`config.mk`:
```
export PLATFORM = sky130hd
export DESIGN_NAME = fb_rect_writer
export DESIGN_NICKNAME = d
export VERILOG_FILES = /design/src/rtl/fb_pkg.sv /design/src/rtl/fb_rect_clip.sv /design/src/rtl/fb_rect_writer.sv
export SDC_FILE = /design/constraint.sdc
export NUM_CORES = 1
export LEC_CHECK = 0
export ABC_AREA = 1
export BUFFER_PORTS_ARGS = -buffer_cell sky130_fd_sc_hd__buf_2
export CAP_MARGIN = 20
export CORE_MARGIN = 1.5
export CORE_UTILIZATION = 45
export CTS_CLUSTER_DIAMETER = 30
export CTS_CLUSTER_SIZE = 30
export DETAILED_ROUTE_END_ITERATION = 12
export PLACE_DENSITY = 0.75
export REMOVE_ABC_BUFFERS = 1
export SLEW_MARGIN = 0
export SYNTH_ARGS = -nofsm -noshare
export SYNTH_HDL_FRONTEND = slang
export SYNTH_SLANG_ARGS = --single-unit
```
`constraint.sdc`:
```
create_clock -name clk_in -period 4.5 [get_ports clk_in]
set_input_delay 0.225 -clock clk_in [delete_from_list [all_inputs] [get_ports clk_in]]
set_output_delay 0.225 -clock clk_in [all_outputs]
set_load 0.005 [all_outputs]
```
`src/rtl/fb_pkg.sv`:
```
// Shared types and size defaults for the frame-buffer write engine.
// Include this package in any file that uses fb_op_t or rgb565_t.
package fb_pkg;

   localparam int FB_WIDTH_DEFAULT  = 320;
   localparam int FB_HEIGHT_DEFAULT = 180;

   typedef enum logic [1:0] {
      FILL  = 2'd0,
      CLEAR = 2'd1,
      SWAP  = 2'd2,
      NOP   = 2'd3
   } fb_op_t;

   typedef enum logic [1:0] {
      ST_IDLE = 2'd0,
      ST_DRAW = 2'd1,
      ST_SWAP = 2'd2
   } fb_state_t;

   typedef logic [15:0] rgb565_t;

endpackage

```
`src/rtl/fb_rect_clip.sv`:
```
// Combinational clip of a requested rectangle against the frame-buffer bounds.
// Sums are one bit wider than the operands, so x+w and y+h cannot overflow.
module fb_rect_clip import fb_pkg::*; #(
   parameter int FB_WIDTH  = FB_WIDTH_DEFAULT,
   parameter int FB_HEIGHT = FB_HEIGHT_DEFAULT,
   parameter int XW        = $clog2(FB_WIDTH + 1),
   parameter int YW        = $clog2(FB_HEIGHT + 1)
) (
   input  logic [XW-1:0] x,
   input  logic [YW-1:0] y,
   input  logic [XW-1:0] w,
   input  logic [YW-1:0] h,
   output logic [XW-1:0] x_start,
   output logic [XW-1:0] x_end,
   output logic [YW-1:0] y_start,
   output logic [YW-1:0] y_end,
   output logic          empty
);

   localparam logic [XW:0] W_EXT = (XW+1)'(FB_WIDTH);
   localparam logic [YW:0] H_EXT = (YW+1)'(FB_HEIGHT);

   logic [XW:0] x_sum;
   logic [YW:0] y_sum;

   always_comb begin
      x_sum   = {1'b0, x} + {1'b0, w};
      y_sum   = {1'b0, y} + {1'b0, h};
      x_start = x;
      y_start = y;
      x_end   = (x_sum > W_EXT) ? W_EXT[XW-1:0] : x_sum[XW-1:0];
      y_end   = (y_sum > H_EXT) ? H_EXT[YW-1:0] : y_sum[YW-1:0];
      empty   = (w == '0) || (h == '0) || ({1'b0, x} >= W_EXT) || ({1'b0, y} >= H_EXT);
   end

endmodule

```
`src/rtl/fb_rect_writer.sv`:
```
// Write-side engine for the double-buffered frame buffer: turns FILL/CLEAR/SWAP
// commands into one pixel write per clock in raster order, or a single swap pulse.
module fb_rect_writer import fb_pkg::*; #(
   parameter int   FB_WIDTH  = FB_WIDTH_DEFAULT,
   parameter int   FB_HEIGHT = FB_HEIGHT_DEFAULT,
   localparam int  AW        = $clog2(FB_WIDTH * FB_HEIGHT),
   localparam int  XW        = $clog2(FB_WIDTH + 1),
   localparam int  YW        = $clog2(FB_HEIGHT + 1)
) (
   input  logic          clk_in,
   input  logic          rst_in,
   input  logic          cmd_valid,
   output logic          cmd_ready,
   input  fb_op_t        cmd_op,
   input  logic [XW-1:0] cmd_x,
   input  logic [YW-1:0] cmd_y,
   input  logic [XW-1:0] cmd_w,
   input  logic [YW-1:0] cmd_h,
   input  rgb565_t       cmd_color,
   output rgb565_t       write_data,
   output logic [AW-1:0] write_addr,
   output logic          write_enable,
   output logic          swap_buffer,
   output logic          busy
);

   // Handshake: a command transfers on a clock edge where cmd_valid && cmd_ready.
   // cmd_ready depends only on state and reset, never on cmd_valid; the requester
   // holds all cmd_* fields stable until that edge, and they are sampled only there.

   fb_state_t     state, state_next;
   logic          accept;
   logic [XW-1:0] clip_x, clip_w, x_start, x_end;
   logic [YW-1:0] clip_y, clip_h, y_start, y_end;
   logic          clip_empty;
   logic [XW-1:0] col, x_first, x_last;
   logic [YW-1:0] row, y_last;
   logic [AW-1:0] row_base, start_base;
   logic          last_col, last_px;

   // Constant product r*FB_WIDTH as a sum of shifted copies of r.
   function automatic logic [AW-1:0] times_width(input logic [YW-1:0] r);
      logic [AW-1:0] acc;
      acc = '0;
      for (int i = 0; i < AW; i++) begin
         if (FB_WIDTH[i]) acc = acc + (AW'(r) << i);
      end
      return acc;
   endfunction

   assign cmd_ready = (state == ST_IDLE) && !rst_in;
   assign busy      = !cmd_ready;
   assign accept    = cmd_valid && cmd_ready;

   always_comb begin
      clip_x = cmd_x;
      clip_y = cmd_y;
      clip_w = cmd_w;
      clip_h = cmd_h;
      if (cmd_op == CLEAR) begin
         clip_x = '0;
         clip_y = '0;
         clip_w = XW'(FB_WIDTH);
         clip_h = YW'(FB_HEIGHT);
      end
   end

   fb_rect_clip #(
      .FB_WIDTH  (FB_WIDTH),
      .FB_HEIGHT (FB_HEIGHT),
      .XW        (XW),
      .YW        (YW)
   ) u_clip (
      .x       (clip_x),
      .y       (clip_y),
      .w       (clip_w),
      .h       (clip_h),
      .x_start (x_start),
      .x_end   (x_end),
      .y_start (y_start),
      .y_end   (y_end),
      .empty   (clip_empty)
   );

   assign start_base = times_width(y_start);
   assign last_col   = (col == x_last);
   assign last_px    = last_col && (row == y_last);

   always_ff @(posedge clk_in) begin
      if (rst_in) state <= ST_IDLE;
      else        state <= state_next;
   end

   always_comb begin
      state_next = state;
      case (state)
         ST_IDLE: begin
            if (accept) begin
               if (cmd_op == SWAP)
                  state_next = ST_SWAP;
               else if ((cmd_op == FILL || cmd_op == CLEAR) && !clip_empty)
                  state_next = ST_DRAW;
            end
         end
         ST_DRAW: if (last_px) state_next = ST_IDLE;
         ST_SWAP: state_next = ST_IDLE;
         default: state_next = ST_IDLE;
      endcase
   end

   // The first pixel is launched on the accepting edge; (col,row) always names
   // the pixel currently presented on write_addr.
   always_ff @(posedge clk_in) begin
      if (rst_in) begin
         write_enable <= 1'b0;
         swap_buffer  <= 1'b0;
         write_addr   <= '0;
         write_data   <= '0;
         col          <= '0;
         row          <= '0;
         row_base     <= '0;
         x_first      <= '0;
         x_last       <= '0;
         y_last       <= '0;
      end else begin
         write_enable <= 1'b0;
         swap_buffer  <= 1'b0;
         if (state == ST_IDLE && state_next == ST_DRAW) begin
            x_first      <= x_start;
            x_last       <= x_end - XW'(1);
            y_last       <= y_end - YW'(1);
            col          <= x_start;
            row          <= y_start;
            row_base     <= start_base;
            write_addr   <= start_base + AW'(x_start);
            write_data   <= cmd_color;
            write_enable <= 1'b1;
         end else if (state == ST_IDLE && state_next == ST_SWAP) begin
            swap_buffer <= 1'b1;
         end else if (state == ST_DRAW && !last_px) begin
            write_enable <= 1'b1;
            if (last_col) begin
               col        <= x_first;
               row        <= row + YW'(1);
               row_base   <= row_base + AW'(FB_WIDTH);
               write_addr <= row_base + AW'(FB_WIDTH) + AW'(x_first);
            end else begin
               col        <= col + XW'(1);
               write_addr <= row_base + AW'(col) + AW'(1);
            end
         end
      end
   end

endmodule

```
==> key figures, run 1 <==
Yosys
  • EDFF count, synth: 0
  • Mapped cell area: 0.00665 mm²
  • Asr flop ratio synth: 0
  • Sequential share of the synthesized area: 0.265
  • FF+latch count, synth: 88
  • Post-Syn Area per Cell: 6.36 µm²
  • Total number of yosys warnings: 0
  • Gate count of the mapped netlist: 1046
  • Netlist cell types: 50
  • Primary FF master, synth: dfxtp_1

Timing
  • Number of setup violations in the final report: 0
  • RSZ-0062 raised after global routing: false
  • Fin. max-slew vios: 0
  • Final Critical Period: 3.25 ns
  • Worst Tran Pin Value: 0.722 ns
  • Slew margin rel.: 0.518
  • Final setup TNS: 0 ns
  • Final Hold Vio Count: 0
  • Skew final: 0.00733 ns
  • Hold slack: 0.0928 ns
  • Peak Freq: 308 MHz
  • Fin crit share: 0.721

Critical path
  • Crit path max-delay family: simple AND/OR/NAND/NOR gates
  • Critical Path AT: 3.49 ns
  • Crit-path max cell delay: 0.41 ns
  • Kind of critical path: in -> reg
  • Buf+Inv Stages, Crit Path: 6
  • Setup crit start kind: input port
  • Worst r2r src: state[1]$_SDFF_PP0_
  • R2r endpoint: write_addr[15]$_SDFFE_PP0P_
  • WP data required: 4.75 ns
  • Worst Reg-to-Reg Cells: 12
  • Crit-path most repeated cell: nand2_1
  • Critical path endpoint: x_last[4]$_SDFFE_PP0P_
  • Worst Path Max Fanout: 11
  • Worst setup startpoint: cmd_op[0]
  • Slowest-stage cell, CP: fa_1
  • R2R Setup Slk: 1.56 ns
  • Setup crit end kind: register
  • Critical path depth: 24
  • Cells along the critical path: buf_2, inv_1, nor2_2, nor2_1, ha_1, fa_1, xor2_1, nor3_1, inv_1, nor2_1, inv_1, nor2_1, nand2_1, nand2_1, nand3_1, nand2_1, nand2_1, ha_1, nand2_1, inv_1, nand2_1, nand3_1, o211ai_1, inv_1

Clock tree
  • CTS Buf Count: 9
  • CTS root buf: clkbuf_16
  • H-tree depth: 3
  • Later-pin clock latency in the skew report: 0.35 ns
  • Clock-pin transition on the worst setup and hold timing paths: 0.07 ns
  • CTS Hold Bufs: 0
  • Post-CTS sizing: 0
  • CTS tree: yes
  • Total clock sinks: 88
  • Post-CTS Setup Bufs: 0
  • Clock tree buffer depth: 2

Floorplanning
  • Starting Density: 0.459
  • Die Wd: 125 µm
  • Core ar.: 0.0145 mm²
  • Die ar.: 0.0155 mm²
  • IO Count: 91
  • Site Rows: 44
  • Die Y: 125 µm

Power
  • Worst VDD drop: 0.000209 V
  • Cell-internal power: 1.60 mW
  • Clock Power Share: 0.326
  • Total leakage power: 3.77 nW
  • Switching share of total power: 0.357
  • P_sw: 0.890 mW
  • Comb power frac: 0.322
  • Sequential power share: 0.351
  • Pwr dens: 332 mW/mm²

Layout
  • Area growth syn-to-layout: 13.0%
  • Ant. Diodes: 0
  • Fin nets: 1205
  • Share of layout cells above drive strength 1: 0.141
  • Final Util: 0.519

Place
  • Final HPWL from detailed placement: 13200 µm
  • GPL Wtd Cong: 0.904
  • Count of buffers from port buffering: 90

Drt
  • Final ANT Viol Nets: 0
  • Remaining DRCs: 0
  • Initial DRC Count: 491
  • WL per Instance: 13.4 µm
  • TritonRoute pass-1 iters: 5
  • Via Count: 6788
  • Vias per cell: 5.20
  • WL final: 17500 µm

Run status
  • Outcome: finished clean

Hold path
  • Worst Hold Depth: 2
  • Min-delay src: cmd_op[0]
  • Worst Hold Class: in -> reg

Global route
  • Antenna violations before repair: 0
  • Grt ovf: 0
  • First-pass GRT wire length: 29100 µm
  • Via count of the first global-routing pass: 6217
  • Total track usage: 0.226
  • Pin count of the biggest net entering global routing: 44

Job
  • Max Cap Viol: 0
-- logic make-up (layout without fill, tap and decap cells) --
kind of cell / Yosys count / in the layout / synth area share
adder cells (fa/ha/maj): 33 / 33 / 0.0632
AO/OA/AOI/OAI: 218 / 218 / 0.188
buffers and inverters: 188 / 264 / 0.115
AND/OR/NAND/NOR: 467 / 467 / 0.301
XOR/XNOR: 52 / 52 / 0.0685
flip-flops: 88 / 88 / 0.265
-- flip-flops by register name (all words and copies together) (netlist names), 8 cells and up --
| name | cells |
|---|---|
| x_last | 9 |
| col | 8 |
| row_base | 10 |
| row | 8 |
| write_addr | 16 |
| x_first | 9 |
| y_last | 8 |
| write_data | 16 |
-- synthesized netlist by cell type (3+ instances only) --
library cell	number	area, µm²
nand2_1	216	811
inv_1	140	526
nor2_1	134	503
dfxtp_1	88	1760
o21ai_0	85	425
nand3_1	60	300
a21oi_1	59	295
xor2_1	39	342
ha_1	32	400
clkbuf_1	21	78.8
a31oi_1	19	119
o21ai_1	17	85.1
xnor2_1	13	114
buf_2	12	60.1
nor3_1	10	50.1
nand2_2	8	50.1
nand4_1	8	50.1
o211ai_1	8	60.1
or2_2	8	50.1
inv_2	7	26.3
nor4_1	6	37.5
nor2_2	5	31.3
buf_4	4	30.0
nand3b_1	4	30.0
o31ai_1	4	30.0
nand2_4	3	33.8
nand3_2	3	30.0
o221ai_1	3	26.3
-- worst register-to-register path, cell delays in order, from the launching register on --
cell	delay, ns
dfxtp_1	0.34
nor2_1	0.10
inv_1	0.04
nor2_1	0.28
nand4_1	0.15
a211oi_2	0.30
nand2_4	0.36
inv_2	0.61
buf_4	0.34
nand2_1	0.07
nand2_1	0.06
o21ai_1	0.06
a21oi_1	0.14
-- power groups by stage --
stage	sequential, mW	combinational, mW	clock (mW)
floorplan	0.884	0.566	0
global placement	0.891	0.783	0
detailed placement	0.892	0.796	0
CTS	0.875	0.800	0.823
finish	0.876	0.804	0.814
global route	0.881	0.909	0.855
-- stage by stage --
| step | area, µm² | worst slack (ns) | cells | total power [mW] |
|---|---|---|---|---|
| global placement | 7200 | 1.04 | 1290 | 1.67 |
| floorplan | 6450 | 1.16 | 1006 | 1.45 |
| global route | 7520 | 0.851 | 1306 | 2.65 |
| finish | 7520 | 1.25 | 1306 | 2.49 |
| detailed placement | 7200 | 0.872 | 1290 | 1.69 |
| CTS | 7520 | 1.24 | 1306 | 2.50 |
-- placed cells by master (no fill, tap or decap), types with 8 or more instances in the layout --
cell type  instances
xnor2_1           13
buf_2             90
nor2_1           134
nand4_1            8
nand2_1          216
or2_2              8
o21ai_0           85
buf_4             10
ha_1              32
o211ai_1           8
nor3_1            10
dfxtp_1           88
o21ai_1           17
nand2_2            8
nand3_1           60
clkbuf_16          9
inv_1            140
a21oi_1           59
a31oi_1           19
xor2_1            39
-- routing by layer --
layer | vias to the layer above | global-route usage | share of wire
met5 | - | 0 | 0
met1 | 3045 | 0.314 | 0.49
met4 | 0 | 0.0791 | 0.019
li1 | 3544 | - | -
met3 | 21 | 0.0253 | 0.051
met2 | 178 | 0.362 | 0.44
-- worst min-delay path by stage --
stage                                 endpoint  slack (ns)
global placement       x_first[2]$_SDFFE_PP0P_        0.45
floorplan                  col[3]$_SDFFE_PP0P_        0.29
finish                  swap_buffer$_SDFF_PP0_        0.09
global route            swap_buffer$_SDFF_PP0_        0.12
CTS                     swap_buffer$_SDFF_PP0_        0.09
detailed placement  write_addr[5]$_SDFFE_PP0P_        0.46
-- layout make-up --
cell class              instances  area [µm²]
fillers                      1500        6960
multi-input cells             770        4130
flip-flops and latches         88        1760
inverters                     148         558
repair buffers                100         526
clock buffers                  11         233
well taps                     184         230
clock inverters                 5        81.3
Note: power is estimated with default switching activity, not from simulation.
==> run 2: changes to the inputs <==
Settings changed: ABC_AREA 1 to 0, PLACE_DENSITY 0.75 to 0.77.
Clock period 4.5 ns to 2.82 ns, I/O delays scaled along.
==> key figures, run 2 <==
Global route
  • Antenna violations before repair: 0 (unchanged)
  • First-pass GRT wire length: 30200 µm (+3.6%)
  • Pin count of the biggest net entering global routing: 72 (+64%)
  • Total track usage: 0.234 (+0.00834)
  • Via count of the first global-routing pass: 6426 (+3.4%)
  • Grt ovf: 0 (unchanged)

Timing
  • Fin. max-slew vios: 0 (unchanged)
  • Skew final: 0.00673 ns (-0.000604 ns)
  • Number of setup violations in the final report: 5 (+5)
  • Worst setup margin: -0.198 ns (-1.45 ns)
  • Fin crit share: 1.07
  • Final Critical Period: 3.02 ns
  • Slew margin rel.: 0.462 (-0.0566)
  • RSZ-0062 raised after global routing: true
  • Worst Tran Pin Value: 0.808 ns (+0.0856 ns)
  • Peak Freq: 331 MHz
  • Final Hold Vio Count: 0 (unchanged)

Run status
  • Failing checks: setup timing
  • Outcome: finished, violations left

Yosys
  • Post-Syn Area per Cell: 7.70 µm² (+21%)
  • Gate count of the mapped netlist: 862 (-18%)
  • Synth area leaders: dfxtp_1 27%, xnor2_1 7.0%, nand2_1 6.4%
  • Mapped cell area: 0.00664 mm² (-0.23%)
  • Share of the synthesized area in the top cell type: 0.265 (+0.000599)
  • Post-synth top area cell: dfxtp_1
  • Netlist cell types: 80 (+60%)
  • Primary FF master, synth: dfxtp_1
  • EDFF count, synth: 0 (unchanged)
  • Total number of yosys warnings: 0 (unchanged)
  • Sequential share of the synthesized area: 0.265 (+0.000599)
  • Commonest cells in the netlist: 114 x nand2_1, 88 x dfxtp_1, 85 x a21oi_1
  • Asr flop ratio synth: 0 (unchanged)
  • Most frequent cell after synthesis: nand2_1
  • FF+latch count, synth: 88 (unchanged)

Power
  • Pwr dens: 494 mW/mm² (+49%)
  • Total power: 4.30 mW (+72%)
  • P_sw: 1.50 mW (+68%)
  • Worst VDD drop: 0.000356 V (+70%)
  • Clock Power Share: 0.289 (-0.037)
  • Sequential power share: 0.320 (-0.031)
  • Switching share of total power: 0.349 (-0.00813)
  • Cell-internal power: 2.80 mW (+75%)
  • Comb power frac: 0.390 (+0.068)
  • Total leakage power: 3.72 nW (-1.3%)

Clock tree
  • CTS root buf: clkbuf_16
  • Total clock sinks: 88 (unchanged)
  • Later-pin clock latency in the skew report: 0.36 ns (about the same)
  • H-tree depth: 3 (unchanged)
  • CTS Hold Bufs: 0 (unchanged)
  • Clock-pin transition on the worst setup and hold timing paths: 0.07 ns (about the same)
  • CTS tree: yes
  • Clock tree buffer depth: 2 (unchanged)
  • CTS Buf Count: 9 (unchanged)

Drt
  • WL final: 19100 µm (+9.1%)
  • Via Count: 6958 (+2.5%)
  • Vias per cell: 5.68 (+9.4%)
  • Final ANT Viol Nets: 0 (unchanged)
  • TritonRoute pass-1 iters: 5 (unchanged)
  • WL per Instance: 15.6 µm (+16%)
  • Initial DRC Count: 574 (+17%)
  • Remaining DRCs: 0 (unchanged)

Place
  • Worst slack, placed: -0.683 ns (-1.55 ns)
  • Count of buffers from port buffering: 90 (unchanged)
  • Final HPWL from detailed placement: 13000 µm (-0.91%)
  • Post-placement cell count: 1187 (-8.0%)
  • GPL Wtd Cong: 0.863 (-4.5%)

Floorplanning
  • IO Count: 91 (unchanged)
  • Site Rows: 44 (unchanged)
  • Die ar.: 0.0155 mm² (-0.22%)
  • Core ar.: 0.0145 mm² (unchanged)
  • Die Wd: 124 µm (-0.11%)
  • Starting Density: 0.458 (-0.00104)
  • Die Y: 124 µm (-0.11%)

Critical path
  • Critical Path AT: 3.26 ns (-0.23 ns)
  • Kind of critical path: in -> reg
  • Setup crit start kind: input port
  • WP data required: 3.06 ns (-1.69 ns)
  • Slowest-stage cell, CP: fa_2
  • Setup crit end kind: register
  • Crit-path max cell delay: 0.42 ns (about the same)
  • Cells along the critical path: buf_6, nand2b_4, and2_4, ha_4, fa_2, a21o_1, a21oi_2, buf_4, buf_4, xnor2_1, nor3_2, and2_4, o221ai_2, nand2_2, nand2_2, ha_4, buf_6, nand3_2, nand3_2, a31oi_1, a31oi_1
  • Worst Path Max Fanout: 6 (-5)

Hold path
  • Worst Hold Class: in -> reg

Layout
  • Biggest regs: write_addr: 16 flops, write_data: 16 flops, row_base: 10 flops
  • Share of layout cells above drive strength 1: 0.315 (+0.175)
  • Area growth syn-to-layout: 31.0%
  • Most frequent cells in the layout: 132 x buf_4, 109 x nand2_1, 89 x buf_2, 88 x dfxtp_1, 78 x a21oi_1
  • Fin nets: 1123 (-6.8%)
  • Non-filler cells, final: 1224 (-6.3%)
  • Final Util: 0.600 (+0.0812)
  • Most common cell after layout, fill and taps aside: buf_4
  • Ant. Diodes: 0 (unchanged)

Job
  • Max Cap Viol: 0 (unchanged)
[run 2: cell types whose count changed after synthesis, sizes merged, moves of 8 or more]
cell    change
inv       -136
nand2     -113
nor2       -72
o21ai      -72
nand3      -40
xnor2      +40
a21oi      +26
and2       +24
a211oi     +21
and3       +15
buf        +13
clkbuf     +11
mux2i       +8
nand2b      +8
[run 2: power by group through the flow]
stage               Sequential, mW  Clock [mW]  Combinational, mW
floorplan                     1.40           0              0.847
global placement              1.40           0               1.42
detailed placement            1.40           0               1.44
CTS                           1.37        1.26               1.53
global route                  1.39        1.30               1.83
finish                        1.38        1.24               1.68
[run 2: kinds of logic (layout without fill, tap and decap cells)]
logic type                 after synthesis  count (layout)  synth area share
and+or+nand+nor                        325             326             0.246
xor gates and xnor gates                91              91             0.120
adders and majority gates               36              36            0.0680
DFF                                     88              88             0.265
muxes                                    8               8            0.0121
AOI/OAI and AO/OA                      237             237             0.238
buffers and inverters                   77             254            0.0505
[run 2: per-stage QoR]
stage | setup TNS, ns | area [µm²] | hold slack, ns
after global routing | -1.74 | 8690 | 0.0160
after detailed placement | -6.74 | 7910 | 0.387
after CTS | 0 | 8450 | 0.00762
final | -0.666 | 8690 | 0.00762
after floorplan | -62.96 | 6350 | 0.210
after global placement | -5.01 | 7910 | 0.381
[run 2: metal layers]
layer  vias to the layer above  global-route usage  part of all wire
met5                         -                   0                 0
met4                         0              0.0967             0.024
met3                        36              0.0232             0.042
met2                       204               0.401              0.48
met1                      3271               0.301              0.45
li1                       3447                   -                 -
[run 2: critical path: cells and delay by family]
kind                       cells  cell delay [ns]
xor gates and xnor gates       1             0.07
buffers and inverters          4             0.47
and+or+nand+nor                8             1.10
AOI/OAI and AO/OA              5             0.72
adders and majority gates      3             0.75
[run 2: path summary, 6_finish.rpt]
path | slack [ns] | start | cells after the start | to
max | -0.20 | cmd_op[1] | 21 | x_last[4]$_SDFFE_PP0P_
min | 0.008 | cmd_color[6] | 3 | write_data[6]$_SDFFE_PP0P_
max reg2reg | 0.31 | row_base[7]$_SDFFE_PP0P_ | 10 | write_addr[14]$_SDFFE_PP0P_
min reg2reg | 0.45 | write_data[8]$_SDFFE_PP0P_ | 2 | write_data[8]$_SDFFE_PP0P_
[run 2: what timing repair did]
action | CTS | global route
setup buffers | 15 | 5
gates cloned | 1 | 0
pin swaps | 24 | 33
endpoints found under the setup margin | 10 | 10
resized for setup | 29 | 43
[run 2: area by class of cell]
cell class                      count  area [µm²]
Clock buffer                        9         225
Clock inverter                      7        77.6
Fill cell                        1264        5790
Inverter                           13        48.8
Multi-Input combinational cell    698        4860
Sequential cell                    88        1760
Tap cell                          184         230
Timing Repair Buffer              225        1490
